[config.mk]
export PLATFORM = sky130hd
export DESIGN_NAME = mem_port_arbiter
export DESIGN_NICKNAME = d
export VERILOG_FILES = /design/src/rtl/mem_port_arbiter_pkg.sv /design/src/rtl/mem_port_arbiter_wait_timer.sv /design/src/rtl/mem_port_arbiter.sv
export SDC_FILE = /design/constraint.sdc
export NUM_CORES = 1
export LEC_CHECK = 0
export BUFFER_PORTS_ARGS = -buffer_cell sky130_fd_sc_hd__buf_4
export CAP_MARGIN = 0
export CORE_MARGIN = 3
export CORE_UTILIZATION = 30
export CTS_CLUSTER_DIAMETER = 80
export CTS_CLUSTER_SIZE = 8
export DETAILED_ROUTE_END_ITERATION = 10
export PLACE_DENSITY = 0.8
export SYNTH_ARGS = -nofsm -noshare
export SYNTH_HDL_FRONTEND = slang
export SYNTH_HIERARCHICAL = 1
export SYNTH_SLANG_ARGS = --single-unit
[constraint.sdc]
create_clock -name clk -period 1.9 [get_ports clk]
set_clock_uncertainty 0.15 [all_clocks]
set_input_delay 0.38 -clock clk [delete_from_list [all_inputs] [get_ports clk]]
set_output_delay 0.38 -clock clk [all_outputs]
set_load 0.03 [all_outputs]
[src/rtl/mem_port_arbiter_pkg.sv]
// Shared definitions for mem_port_arbiter: default widths, requester ids,
// read-tracker state encodings and a saturating counter helper.
package mem_port_arbiter_pkg;

   localparam int ADDR_W_DEF   = 16;
   localparam int DATA_W_DEF   = 16;
   localparam int MAX_WAIT_DEF = 4;

   localparam logic REQ_CPU = 1'b0;
   localparam logic REQ_PER = 1'b1;

   typedef enum logic [1:0] {
      RD_IDLE   = 2'd0,
      RD_PEND_0 = 2'd1,
      RD_PEND_1 = 2'd2
   } rd_state_t;

   function automatic logic [7:0] sat_inc8(input logic [7:0] v);
      return (v == 8'hFF) ? v : v + 8'd1;
   endfunction

endpackage

[src/rtl/mem_port_arbiter_wait_timer.sv]
// Saturating count of cycles the peripheral has been refused, plus a flag
// raised once that count reaches MAX_WAIT.
module mem_port_arbiter_wait_timer
   import mem_port_arbiter_pkg::*;
#(
   parameter int MAX_WAIT = MAX_WAIT_DEF
) (
   input  logic       clk,
   input  logic       reset,
   input  logic       req,
   input  logic       gnt,
   output logic [7:0] cnt,
   output logic       starve
);

   localparam logic [7:0] MAX_WAIT_C = 8'(MAX_WAIT);

   logic [7:0] cnt_r;
   logic [7:0] cnt_s;

   // Next count: grow while refused, clear on grant or withdrawn request.
   always_comb begin
      cnt_s = cnt_r;
      if (req && !gnt) begin
         cnt_s = sat_inc8(cnt_r);
      end else begin
         cnt_s = 8'd0;
      end
   end

   // Counter register.
   always_ff @(posedge clk or negedge reset) begin
      if (!reset) begin
         cnt_r <= 8'd0;
      end else begin
         cnt_r <= cnt_s;
      end
   end

   assign cnt    = cnt_r;
   assign starve = (cnt_r >= MAX_WAIT_C);

endmodule

[src/rtl/mem_port_arbiter.sv]
// Shares RAM port A between the CPU (req0) and a peripheral master (req1).
// Define MEMARB_RR_EN to resolve conflicts by strict alternation instead of CPU priority.
module mem_port_arbiter
   import mem_port_arbiter_pkg::*;
#(
   parameter int ADDR_W   = ADDR_W_DEF,
   parameter int DATA_W   = DATA_W_DEF,
   parameter int MAX_WAIT = MAX_WAIT_DEF
) (
   input  logic              clk,
   input  logic              reset,
   input  logic              req0,
   input  logic              we0,
   input  logic [ADDR_W-1:0] addr0,
   input  logic [DATA_W-1:0] wdata0,
   output logic              gnt0,
   output logic              rvalid0,
   output logic [DATA_W-1:0] rdata0,
   input  logic              req1,
   input  logic              we1,
   input  logic [ADDR_W-1:0] addr1,
   input  logic [DATA_W-1:0] wdata1,
   output logic              gnt1,
   output logic              rvalid1,
   output logic [DATA_W-1:0] rdata1,
   output logic              ram_en,
   output logic              ram_we,
   output logic [ADDR_W-1:0] ram_addr,
   output logic [DATA_W-1:0] ram_wdata,
   input  logic [DATA_W-1:0] ram_rdata,
   output logic [7:0]        starve_cnt
);

   logic              gnt0_s;
   logic              gnt1_s;
   logic              starve_s;
   logic [7:0]        wait_cnt_s;
   logic              last_win_r;
   rd_state_t         rd_state_r;
   rd_state_t         rd_state_s;
   logic              rvalid0_s;
   logic              rvalid1_s;
   logic [DATA_W-1:0] rdata0_s;
   logic [DATA_W-1:0] rdata1_s;
   logic              ram_we_s;
   logic [ADDR_W-1:0] ram_addr_s;
   logic [DATA_W-1:0] ram_wdata_s;

   mem_port_arbiter_wait_timer #(
      .MAX_WAIT (MAX_WAIT)
   ) u_wait_timer (
      .clk    (clk),
      .reset  (reset),
      .req    (req1),
      .gnt    (gnt1_s),
      .cnt    (wait_cnt_s),
      .starve (starve_s)
   );

   // Grant selection; exactly one grant whenever anyone requests.
   always_comb begin
      gnt0_s = 1'b0;
      gnt1_s = 1'b0;
      if (!reset) begin
         gnt0_s = 1'b0;
      end else if (req0 && req1) begin
`ifdef MEMARB_RR_EN
         if (last_win_r == REQ_CPU) begin
            gnt1_s = 1'b1;
         end else begin
            gnt0_s = 1'b1;
         end
`else
         if (starve_s) begin
            gnt1_s = 1'b1;
         end else begin
            gnt0_s = 1'b1;
         end
`endif
      end else if (req0) begin
         gnt0_s = 1'b1;
      end else if (req1) begin
         gnt1_s = 1'b1;
      end else begin
         gnt0_s = 1'b0;
      end
   end

   // RAM port mux driven by the granted requester, zero when idle.
   always_comb begin
      ram_we_s    = 1'b0;
      ram_addr_s  = {ADDR_W{1'b0}};
      ram_wdata_s = {DATA_W{1'b0}};
      if (gnt0_s) begin
         ram_we_s    = we0;
         ram_addr_s  = addr0;
         ram_wdata_s = wdata0;
      end else if (gnt1_s) begin
         ram_we_s    = we1;
         ram_addr_s  = addr1;
         ram_wdata_s = wdata1;
      end else begin
         ram_we_s    = 1'b0;
      end
   end

   // Read tracker next state and read-data steering to the owner.
   always_comb begin
      rd_state_s = RD_IDLE;
      rvalid0_s  = 1'b0;
      rvalid1_s  = 1'b0;
      rdata0_s   = {DATA_W{1'b0}};
      rdata1_s   = {DATA_W{1'b0}};
      if (gnt0_s && !we0) begin
         rd_state_s = RD_PEND_0;
      end else if (gnt1_s && !we1) begin
         rd_state_s = RD_PEND_1;
      end else begin
         rd_state_s = RD_IDLE;
      end
      case (rd_state_r)
         RD_PEND_0: begin
            rvalid0_s = 1'b1;
            rdata0_s  = ram_rdata;
         end
         RD_PEND_1: begin
            rvalid1_s = 1'b1;
            rdata1_s  = ram_rdata;
         end
         default: begin
            rvalid0_s = 1'b0;
            rvalid1_s = 1'b0;
         end
      endcase
   end

   // Read tracker state register; a reset drops any pending read.
   always_ff @(posedge clk or negedge reset) begin
      if (!reset) begin
         rd_state_r <= RD_IDLE;
      end else begin
         rd_state_r <= rd_state_s;
      end
   end

   // Remember the most recent winner for the alternation policy.
   always_ff @(posedge clk or negedge reset) begin
      if (!reset) begin
         last_win_r <= REQ_CPU;
      end else if (gnt0_s) begin
         last_win_r <= REQ_CPU;
      end else if (gnt1_s) begin
         last_win_r <= REQ_PER;
      end else begin
         last_win_r <= last_win_r;
      end
   end

   assign gnt0       = gnt0_s;
   assign gnt1       = gnt1_s;
   assign ram_en     = gnt0_s | gnt1_s;
   assign ram_we     = ram_we_s;
   assign ram_addr   = ram_addr_s;
   assign ram_wdata  = ram_wdata_s;
   assign rvalid0    = rvalid0_s;
   assign rvalid1    = rvalid1_s;
   assign rdata0     = rdata0_s;
   assign rdata1     = rdata1_s;
   assign starve_cnt = wait_cnt_s;

endmodule

## After elaboration in Yosys (flattened, before gate mapping)

Index checks and enable logic that the tools add are counted.

| word-level totals | value |
|---|---|
| output and inout bits | 78 |
| input bits | 86 |
| latch bits | 0 |
| bits in registers | 10 |
| memory bits (writable) | 0 |
| memories kept | 0 |
| word-level logic and storage cells | 39 |
| ROM bits | 0 |

| cells by class | value |
|---|---|
| mux-type cells | 23 |
| div/mod/pow operators | 0 |
| $add $sub $neg | 1 |
| $mul | 0 |
| bitwise logic cells | 1 |
| reduce and logical (&&, ||, !) cells | 7 |
| $lt $le $gt $ge | 1 |
| shift-type cells | 0 |
| equal/unequal tests | 4 |

Operators by type and width:

| operator | count |
|---|---|
| $mux 16 | 6 |
| $mux 8 | 2 |
| $mux 1 | 13 |
| $add 8x1->8 const B | 1 |
| $eq 8x8->1 const B | 1 |
| $ge 8x3->1 const B | 1 |
| $logic_and 1x1->1 | 4 |
| $mux 2 | 2 |
| $logic_not 1->1 | 3 |
| $eq 2x1->1 const B | 1 |
| $eq 2x2->1 const B | 1 |
| $ne 2x2->1 const B | 1 |
| $or 1x1->1 | 1 |

## Depth between registers and ports, before layout

| logic depth | value |
|---|---|
| depth in word-level cells | 7 |
| mapped depth | 8 |
| gate-level depth less buffers | 7 |

## Hierarchy

The synthesis kept the hierarchy.

By module, submodules not included:

| module | times used | seq. area each (um^2) | area each (um^2) | cells each |
|---|---|---|---|---|
| mem_port_arbiter | 1 | 50.0 | 928.4 | 161 |
| mem_port_arbiter_wait_timer | 1 | 200.2 | 464.2 | 49 |

## Worst setup path after synthesis

Ideal clock, no wire load.

| timing | value |
|---|---|
| path kind | register to output |
| from | register u_wait_timer.cnt_r[6], in the netlist u_wait_timer/cnt[6] |
| to | output ram_addr[3] |
| required time | 1.370 ns |
| setup slack | -0.446 ns |
| path buffers | 1 |
| stages on the path, launching flop included | 7 |
| arrival | 1.816 ns |
| cell sequence | dfrtp_1 -> nor4_1 -> nand2_1 -> nand2_1 -> nand2_2 -> buf_4 -> o22ai_1 |

| between the ends | value |
|---|---|
| longest elaborated chain between the ends | 6 |
| elaborated cells on any way between the ends | 9 |
| those cells by class | order compare (1); mux (8) |

Ends and longest elaborated chain:

| element | line | text |
|---|---|---|
| start: declaration | mem_port_arbiter_wait_timer.sv:18 | `logic [7:0] cnt_r;` |
| start signal: assignment | mem_port_arbiter_wait_timer.sv:36 | `cnt_r <= cnt_s;` |
| $ge 8x3->1 * | mem_port_arbiter_wait_timer.sv:41 | `assign starve = (cnt_r >= MAX_WAIT_C);` |
| via starve_s | mem_port_arbiter.sv:36 | `logic starve_s;` |
| $mux 1 | mem_port_arbiter.sv:74 | `if (starve_s) begin` |
| $mux 1 | mem_port_arbiter.sv:66 | `end else if (req0 && req1) begin` |
| $mux 1 | mem_port_arbiter.sv:64 | `if (!reset) begin` |
| $mux 16 | mem_port_arbiter.sv:98 | `end else if (gnt1_s) begin` |
| $mux 16 * | mem_port_arbiter.sv:94 | `if (gnt0_s) begin` |
| end: declaration | mem_port_arbiter.sv:28 | `output logic [ADDR_W-1:0] ram_addr,` |

Mark *: on every way through the listed nets, which the timed path passes. The rest lies on a longest branch.

## Worst setup path in the final report

| timing | value |
|---|---|
| from | register u_wait_timer.cnt_r[3], in the netlist u_wait_timer/cnt[3] |
| to | output ram_addr[9] |

The elaborated chain is that of the path after synthesis.

==> qor_table.md <==
| Quantity | Reported | Unit |
| --- | --- | --- |
| Netlist cell types | 34 | - |
| Die extent in x | 74.1 | um |
| Post-synth top area share | 18.9 | % |
| Final weighted congestion of routability-driven global placement | 0.793 | - |
| Average instance area after synthesis | 6.63 | um^2 |
| Syn Std Cell Area | 1390 | um^2 |
| Per-cell via count in the routed design | 5.02 | - |
| Number of cell rows | 24 | - |
| Antenna violations before repair | 0 | - |
| Post-synth ARST share | 100 | % |
| Number of DRC markers in iteration 0 | 83 | - |
| Portion of the clock cycle consumed by the worst path in the final layout | 123 | % |
| Cell types with the largest area share after synthesis | sky130_fd_sc_hd__nand2_1, sky130_fd_sc_hd__dfrtp_1, sky130_fd_sc_hd__and2_1 | - |
| Area occupied by registers | 254 | um^2 |
| Pre-antenna DRT Iters | 6 | - |
| CP Cell Sequence | nor4_2, nand2_1, o21ai_4, buf_6, buf_12, o22ai_2, buf_6 | - |
| Reg-to-reg setup timing slack | -0.10 | ns |
| Number of max-cap violations | 0 | - |
| Number of clock sinks | 10 | - |
| Post-Synthesis Net Count | 298 | - |
| Cell with the most instances after synthesis | sky130_fd_sc_hd__nand2_1 | - |
| DR WL/cell | 16.2 | um |
| Largest voltage drop on the vdd net | 397 | uV |
| Design area | 3300 | um^2 |
| Pin count of the biggest net entering global routing | 36 | - |
| Flop and latch count out of synthesis | 10 | - |
| Violated checks | negative setup slack | - |
| Final hold violations | 0 | - |
| Total power density per cell area | 372 | nW/um^2 |
| Synth area leader | sky130_fd_sc_hd__nand2_1 | - |
| Slowest stage delay, CP | 0.41 | ns |
| Critical Path Slowest Stage Cell | sky130_fd_sc_hd__dfrtp_2 | - |
| Final setup violation count | 43 | - |
| Leakage Power | 1.62 | nW |
| Clock root buffer | sky130_fd_sc_hd__clkbuf_8 | - |
| Critical Path Source Type | flop | - |
| Most numerous cell types in the synthesized netlist | sky130_fd_sc_hd__nand2_1, sky130_fd_sc_hd__and2_1, sky130_fd_sc_hd__o22ai_1 | - |
| Post-Route Hold Slack | 0.147 | ns |
| Number of enable-type register cells in the synthesized netlist | 0 | - |
| Ports | 164 | - |
| Vias | 2188 | - |
| Most common flop cell mapped by yosys | sky130_fd_sc_hd__dfrtp_1 | - |
| Category of cells accounting for the largest share of critical-path delay | buffers and inverters | - |
| GRT Util Overall | 22.5 | % |
| Routed WL | 7.05 | mm |
| Initial Util | 31.5 | % |
| Fill cells | 327 | - |
| Global-route wire length before repair | 9.66 | mm |
| YS warnings | 6 | - |
| Count of cells along the worst register-to-register path | 9 | - |
| Clock tree from TritonCTS | done | - |
| Clock transition time at the flip-flop clock pins of the worst setup and hold paths | 0.05 | ns |
| HP Start | we0 | - |
| Number of buffers created by CTS | 3 | - |
| Post-detailed-placement cell area | 2950 | um^2 |
| Slew at the pin closest to its max-slew limit | 0.441 | ns |
| Synthesized instance count | 210 | - |
| Setup repair after global routing missed its margin | true | - |
| Headroom to the max-slew limit | 70.4 | % |
| Beginning of the worst register-to-register path | u_wait_timer/cnt[3] | - |
| Crit path time final | 2.33 | ns |
| Latest clock arrival within the worst-skew pair | 0.24 | ns |
| Most used cell, CP | sky130_fd_sc_hd__buf_6 | - |
| DP Wirelength | 5.07 | mm |
| Worst-case hold path end point | rd_state_r[0] | - |
| Total congestion overflow after global routing | 0 | - |
| Final setup slack of the worst path | -0.435 | ns |
| Endpoint class of the critical path | output pin | - |
| Data arrival time of the critical path | 1.80 | ns |
| Share of layout cells above drive strength 1 | 63.0 | % |
| Final Power | 0.00123 | W |
| Vert. Die Dim | 74.1 | um |
| Reg-to-Reg End | u_wait_timer/cnt[1] | - |
| Post-route core utilization | 74.8 | % |
| H-Tree Depth | 1 | - |
| Buffers & Inverters on Critical Path | 3 | - |
| Area growth, synth to finish | 137 | % |
| Pins over their slew limit | 0 | - |
| Via count of the first global-routing pass | 1932 | - |
| Hold Crit Depth | 2 | - |
| Seq/Total Area, Yosys | 18.0 | % |
| Status | complete, but fails checks | - |
| Core Area | 4410 | um^2 |
| Maximum net fanout on the critical path | 14 | - |
| Die footprint | 5500 | um^2 |
| Critical Setup Path Class | reg2out | - |
| Fin nets | 473 | - |
| Achievable frequency | 428 | MHz |
| Class of the most critical hold timing path | in2reg | - |
| WP data required | 1.37 | ns |
| Number of design rule violations left after detail routing | 0 | - |
| Number of antenna repair diodes | 0 | - |
| Number of nets with antenna violations after detailed routing | 0 | - |
| Maximum buffer depth of the clock tree | 2 | - |
| Number of I/O port buffers | 163 | - |
| Area of the multi-input gates | 1300 | um^2 |
[power breakdown]
part	internal, W	switching [W]
logic	0.000371	0.000390
registers	0.000220	0.00000627
clock network	0.000148	0.0000943
[kinds of logic (layout without fill, tap and decap cells)]
| group | after synthesis | in the layout | share of synthesized area, % |
|---|---|---|---|
| AO/OA/AOI/OAI | 48 | 48 | 26.3 |
| adder cells (fa/ha/maj) | 2 | 2 | 1.80 |
| buffers and inverters | 23 | 197 | 9.97 |
| flip-flops | 10 | 10 | 18.0 |
| AND/OR/NAND/NOR | 127 | 127 | 43.9 |
[per-stage QoR]
| stage | cells | setup TNS (ns) | worst slack (ns) |
|---|---|---|---|
| after floorplan | 210 | -7.99 | -0.217 |
| after global routing | 436 | -17.52 | -0.498 |
| after detailed placement | 424 | -8.09 | -0.245 |
| final | 436 | -14.88 | -0.435 |
| after CTS | 435 | -14.54 | -0.440 |
| after global placement | 424 | -5.64 | -0.182 |
[flip-flops by register name, summed over array words and instances (netlist names)]
| name | flops |
|---|---|
| rd_state_r | 2 |
| u_wait_timer/cnt | 8 |
[layout make-up]
class,instances,area share [%]
Timing Repair Buffer,187,49.0
Multi-Input combinational cell,177,39.3
Sequential cell,10,7.70
Tap cell,52,1.97
Clock buffer,4,1.36
Inverter,6,0.682
[routing by layer]
metal,part of all wire [%],wire [um],track usage [%],up-vias
li1,-,-,-,1074
met1,36,2560,25.7,990
met2,53,3720,41.0,109
met3,8.2,580,4.32,15
met4,2.6,182,8.65,0
met5,0,0,0,-
[timing repair]
item | in CTS | in global routing
hold buffers | 2 | 0
cloned | 3 | 0
pin swaps | 7 | 0
gates resized for setup | 38 | 8
buffers inserted | 2 | 1
endpoints found under the hold margin | 10 | 0
endpoints found under the setup margin | 74 | 59
[worst max path at each step]
stage	startpoint	to	slack, ns	cells past startpoint
after floorplan	u_wait_timer/cnt[2]	ram_addr[0]	-0.22	6
after global placement	u_wait_timer/cnt[2]	ram_addr[9]	-0.18	6
after detailed placement	u_wait_timer/cnt[2]	ram_wdata[11]	-0.24	6
after CTS	u_wait_timer/cnt[3]	ram_wdata[5]	-0.44	6
after global routing	u_wait_timer/cnt[7]	ram_addr[9]	-0.50	7
final	u_wait_timer/cnt[3]	ram_addr[9]	-0.43	7
[cells in the final DEF, fill, tap and decap left out, drive strengths merged, types with 2 or more instances in the layout]
| cell | netlist | final |
|---|---|---|
| a211oi | 2 | 2 |
| a21oi | 3 | 3 |
| a31oi | 4 | 4 |
| and2 | 32 | 32 |
| and2b | 2 | 2 |
| buf | 14 | 185 |
| clkbuf | 3 | 4 |
| dfrtp | 10 | 10 |
| dlygate4sd3 | 0 | 2 |
| ha | 2 | 2 |
| inv | 6 | 6 |
| nand2 | 71 | 71 |
| nand3 | 4 | 4 |
| nor2 | 5 | 5 |
| nor3 | 3 | 3 |
| nor3b | 2 | 2 |
| nor4 | 2 | 2 |
| o21ai | 3 | 3 |
| o22ai | 33 | 33 |
Power figures use the tool's default switching activity.
